==> config.mk <==
export PLATFORM = sky130hd
export DESIGN_NAME = core_run_ctrl
export DESIGN_NICKNAME = d
export VERILOG_FILES = /design/src/rtl/core_run_ctrl.sv
export SDC_FILE = /design/constraint.sdc
export NUM_CORES = 1
export LEC_CHECK = 0
export BUFFER_PORTS_ARGS = -buffer_cell sky130_fd_sc_hd__buf_2
export CAP_MARGIN = 30
export CORE_ASPECT_RATIO = 0.9
export CORE_MARGIN = 10
export CORE_UTILIZATION = 41
export CTS_CLUSTER_DIAMETER = 50
export DETAILED_ROUTE_END_ITERATION = 8
export PLACE_DENSITY = 0.76
export RECOVER_POWER = 100
export SETUP_SLACK_MARGIN = 0.05
export SLEW_MARGIN = 20
export SYNTH_ARGS = -nofsm -noshare
export SYNTH_HDL_FRONTEND = slang
export SYNTH_SLANG_ARGS = --single-unit
export TNS_END_PERCENT = 20
==> constraint.sdc <==
create_clock -name CLK -period 2 [get_ports CLK]
set_input_delay 0.1 -clock CLK [delete_from_list [all_inputs] [get_ports CLK]]
set_output_delay 0.1 -clock CLK [all_outputs]
set_load 0.01 [all_outputs]
==> src/rtl/core_run_ctrl.sv <==
// core_run_ctrl: run/halt/step sequencer for the rv32i core with breakpoint halt,
// plus register-file port arbitration that hands the port to the debugger while halted.
module core_run_ctrl #(
    parameter int DATA_WIDTH     = 32,
    parameter int REG_ADDR_WIDTH = 5,
    parameter bit RESET_RUN      = 1'b0
) (
    input  logic                      CLK,
    input  logic                      RSTn,
    input  logic                      cmd_valid,
    output logic                      cmd_ready,
    input  logic [1:0]                cmd_op,
    input  logic [DATA_WIDTH-1:0]     cmd_arg,
    output logic                      cmd_err,
    output logic                      cpu_stop,
    input  logic                      core_retire,
    input  logic [DATA_WIDTH-1:0]     core_next_pc,
    input  logic                      bp_enable,
    input  logic [DATA_WIDTH-1:0]     bp_addr,
    output logic                      halted,
    output logic [1:0]                halt_cause,
    output logic [DATA_WIDTH-1:0]     retired_count,
    input  logic                      dbg_req,
    input  logic                      dbg_we,
    input  logic [REG_ADDR_WIDTH-1:0] dbg_addr,
    input  logic [DATA_WIDTH-1:0]     dbg_wdata,
    output logic [DATA_WIDTH-1:0]     dbg_rdata,
    output logic                      dbg_ack,
    output logic                      dbg_err,
    input  logic [REG_ADDR_WIDTH-1:0] cpu_rf_addr,
    input  logic                      cpu_rf_we,
    input  logic [DATA_WIDTH-1:0]     cpu_rf_wdata,
    output logic [REG_ADDR_WIDTH-1:0] rf_addr,
    output logic                      rf_we,
    output logic [DATA_WIDTH-1:0]     rf_wdata,
    input  logic [DATA_WIDTH-1:0]     rf_rdata
);
    typedef enum logic [2:0] {HALTED, RUN, STEP, DBG_ISSUE, DBG_RESP} state_t;
    localparam logic [1:0] OP_START = 2'b01;
    localparam logic [1:0] OP_STOP  = 2'b10;
    localparam logic [1:0] OP_STEP  = 2'b11;
    state_t                  state, state_n;
    logic [DATA_WIDTH-1:0]   step_cnt, step_cnt_n;
    logic [1:0]              cause_n;
    logic                    run, issue, acc, retire, bp_hit, step_done, host_stop, halt;
    logic                    start, step_ok, cmd_err_n, dbg_ack_n, dbg_err_n, early_req;
    assign run       = state == RUN || state == STEP;
    assign issue     = state == DBG_ISSUE;
    assign cpu_stop  = !run;
    assign halted    = !run;
    assign cmd_ready = run || (state == HALTED && !dbg_req);
    assign rf_addr   = issue ? dbg_addr : cpu_rf_addr;
    assign rf_wdata  = issue ? dbg_wdata : cpu_rf_wdata;
    assign rf_we     = issue ? dbg_we && dbg_addr != '0 : cpu_rf_we && run;
    always_comb begin
        acc       = cmd_valid && cmd_ready;
        retire    = core_retire && run;
        bp_hit    = retire && bp_enable && core_next_pc == bp_addr;
        step_done = retire && state == STEP && step_cnt == DATA_WIDTH'(1);
        host_stop = acc && cmd_op == OP_STOP && run;
        halt      = host_stop || bp_hit || step_done;
        start     = acc && cmd_op == OP_START && state != RUN;
        step_ok   = acc && cmd_op == OP_STEP && state == HALTED && cmd_arg != '0;
        cmd_err_n = acc && cmd_op == OP_STEP && !step_ok;
        // a request seen while running is refused; skip the cycle right after any ack
        early_req = run && dbg_req && !dbg_ack;
        dbg_ack_n = issue || early_req;
        dbg_err_n = issue ? dbg_we && dbg_addr == '0 : early_req;
        state_n   = halt ? HALTED
                  : (state == HALTED && dbg_req && !dbg_ack) ? DBG_ISSUE
                  : start ? RUN
                  : step_ok ? STEP
                  : issue ? DBG_RESP
                  : state == DBG_RESP ? HALTED
                  : state;
        cause_n   = host_stop ? 2'b01 : bp_hit ? 2'b11 : step_done ? 2'b10
                  : (start || step_ok) ? 2'b00 : halt_cause;
        step_cnt_n = step_ok ? cmd_arg
                   : (retire && state == STEP) ? step_cnt - DATA_WIDTH'(1)
                   : step_cnt;
    end
    always_ff @(posedge CLK or negedge RSTn) begin
        if (!RSTn) begin
            state         <= RESET_RUN ? RUN : HALTED;
            halt_cause    <= 2'b00;
            retired_count <= '0;
            step_cnt      <= '0;
            cmd_err       <= 1'b0;
            dbg_ack       <= 1'b0;
            dbg_err       <= 1'b0;
            dbg_rdata     <= '0;
        end else begin
            state         <= state_n;
            halt_cause    <= cause_n;
            retired_count <= retired_count + DATA_WIDTH'(retire);
            step_cnt      <= step_cnt_n;
            cmd_err       <= cmd_err_n;
            dbg_ack       <= dbg_ack_n;
            dbg_err       <= dbg_err_n;
            dbg_rdata     <= issue ? rf_rdata : dbg_rdata;
        end
    end
endmodule

==> impl_metrics.tcl <==
set metrics [dict create \
    outcome "finished with violations" \
    violations "negative setup slack" \
    ys_ff_latch 104 \
    portBuffers 321 \
    timing.fmax_mhz 480 \
    wirelength_um 27800 \
    crit_path_start_kind "flip-flop" \
    ys.flop_type "dfrtp_1" \
    power.density_nw_per_um2 1150 \
    postPlaceCellArea_um2 8330 \
    cts_tree "done" \
    cts_buffers 9 \
    grt_pass1_wl_um 41000 \
    worst-setup-path-type "reg2reg" \
    arrival_ps 2370 \
    syn_avg_cell_area_um2 8.53 \
    cap_violations 0 \
    nNetsFinal 1355 \
    die_area_um2 19700 \
    route.detailed.drc 0 \
    finalPower_mw 11.1 \
    grt_usage_pct 26.4 \
    synthSimpleGateAreaFrac_pct 33.3 \
    die_h_um 134 \
    yosys.area_share.adder_pct 1.01 \
    p_leak_nw 4.67 \
    dr.pass1.iters 5 \
    ant_nets 0 \
    avgViaCountPerCell 5.38 \
    yosys.area.top_type "dfrtp_1" \
    clock_sinks 104 \
    finalNonFillerCells 1340 \
    synth_cell_types 57 \
    post-place-cells 1259 \
    nFillCells 1083 \
    vias 7214 \
    yosys-top-cells-count "nand2_1 (249), dfrtp_1 (104), xnor2_1 (57), nand3_1 (26), nor2_1 (24)" \
    hold_path.class "in2reg" \
    period_share_pct 104 \
    slew_headroom_pct 2.38 \
    drive_gt1_share_pct 38.3 \
    final.setup.worst_slack_ps -84.5 \
    core_area_um2 14100 \
    synth_edf_count 0 \
    grt_pass1_vias 7453 \
    wl_per_cell_um 20.7 \
    min_period_ps 2080 \
    die_w_um 147 \
    grt_max_degree 105 \
    clockRootBuffer "clkbuf_16" \
    row_count 41 \
    synthMuxAreaShare_pct 0.506 \
    synth_xor_area_share_pct 11.4 \
    stdcell_area_um2 9610 \
    synth_top_family_by_area "simple AND/OR/NAND/NOR gates" \
    ir_worst_vdd_v 0.000523 \
    worstPathMaxFanout 6 \
    synth_area_leaders "dfrtp_1 (44%), nand2_1 (16%), xnor2_1 (8.4%)" \
    yosysTopAreaCellShare_pct 43.8 \
    setup-violations-final 18 \
    syn-cell-area_um2 5940 \
    start_util_pct 42.1 \
    tightest_slew_ps 1460 \
    yosysWarnings 0 \
    h-tree-depth 3 \
    hold_viol_final 0 \
    syn_to_final_growth_pct 61.9 \
    clock_path_buffers 2 \
    synthArstFlopShare_pct 100 \
    dpl.hpwl_um 20700 \
    required_ps 2290 \
    clock-skew-final_ps 12.9 \
    seqCellArea_um2 2610 \
    synthMostInstantiatedCell "nand2_1" \
    globalplace.congestion 0.991 \
    gr-total-overflow 0 \
    syn_inst 696 \
    endpoint_kind "flip-flop" \
    multi_input_area_um2 3530 \
    ios 322 \
    synth_nets 912 \
    synth_compound_area_share_pct 7.25 \
    slew_viol_final 0 \
    clk_pin_slew_ps 70 \
    grt_antenna_before_repair 6 \
    clkLatencyLatePin_ps 360 \
    rsz0062_at_grt "yes" \
    drtIter0Drc 612 \
    ys_seq_area_share_pct 43.8 \
]
[registers in the layout, summed over array words and instances (netlist names)]
signal         count
halt_cause         2
dbg_ack            1
dbg_err            1
step_cnt          32
cmd_err            1
dbg_rdata         32
retired_count     32
state              3
[where the power goes]
group	switching, mW	internal (mW)
combinational	3.13	2.62
sequential	0.646	2.84
clock	0.850	0.995
[placed cells by master (no fill, tap or decap), drive strengths merged, types with 2 or more instances in the layout]
cell type and n:
nor4 21, o311ai 3, nor2b 2, or4 10
and2 3, nor3b 5, nand4b 2, ha 4
nand2 250, diode 3, nand3b 8, mux2i 3
buf 334, o41ai 4, xor2 20, o21ai 20
nand3 26, a221o 8, a31oi 4, and4b 2
clkbuf 92, dfrtp 104, or4b 2, dlygate4sd3 45
nor2 25, clkinvlp 2, xnor2 57, or3 3
inv 10, and3 6, a21oi 4, a22oi 3
nor3 12, nand4 23, and4 6, o31ai 2
nand2b 2
[worst max-delay path, stage by stage, from the launching register on]
cell and delay [ps]:
dfrtp_1 390, or4_4 580, buf_4 180, nor2_4 140, buf_4 180, nand2_2 60
or4_1 390, nand3_1 90
[stage by stage]
| step | worst slack [ps] | utilization [%] | TNS [ps] | hold slack [ps] |
|---|---|---|---|---|
| 2_1_floorplan | -92.6 | - | -626 | -196 |
| 3_3_place_gp | -102 | 59.1 | -522 | 205 |
| 3_5_place_dp | -159 | 59.1 | -1850 | 211 |
| 4_1_cts | -40.8 | 67.0 | -97.4 | 0.0565 |
| 5_1_grt | -184 | 68.1 | -4730 | 13.5 |
| 6_report | -84.5 | 68.1 | -618 | 1.58 |
[logic make-up after synthesis]
| kind of cell | Yosys count |
|---|---|
| adders and majority gates | 5 |
| buffers and inverters | 38 |
| muxes | 3 |
| and+or+nand+nor | 412 |
| AOI/OAI and AO/OA | 57 |
| xor gates and xnor gates | 77 |
| DFF | 104 |
[layout make-up]
class	count	share of cell area [%]
antenna	3	0.0781
clock buffer	9	2.34
clock inverter	7	0.911
inverter	7	0.299
multi-input combinational	554	36.7
sequential	104	27.1
tap	193	2.51
timing repair buffer	463	30.1
[final timing paths]
| check | slack, ps | from | cells past startpoint | end |
|---|---|---|---|---|
| worst max-delay path | -80 | step_cnt[5] | 7 | step_cnt[14] |
| worst min-delay path | 2 | cmd_arg[12] | 2 | step_cnt[12] |
| worst max register to register | -80 | step_cnt[5] | 7 | step_cnt[14] |
| worst min register to register | 490 | dbg_rdata[31] | 2 | dbg_rdata[31] |
| max in group asynchronous | 210 | RSTn | 3 | state[1] |
| min in group asynchronous | 670 | RSTn | 3 | step_cnt[9] |
[what timing repair did]
item / CTS / global route
hold endpoints to repair: 148 / 0
buffers inserted: 8 / 5
cloned: 4 / 0
hold buffers: 45 / 0
resized for setup: 51 / 73
pin swaps: 19 / 30
setup endpoints to repair: 87 / 91
[routing by layer]
metal,vias to the layer above,wire length (um),GRT usage [%]
met5,-,32,0
met4,4,1150,11.9
met3,90,3180,9.31
met2,428,13400,43.2
met1,3408,10000,30.6
li1,3284,-,-
No activity file was read; power rests on OpenSTA's default activity.
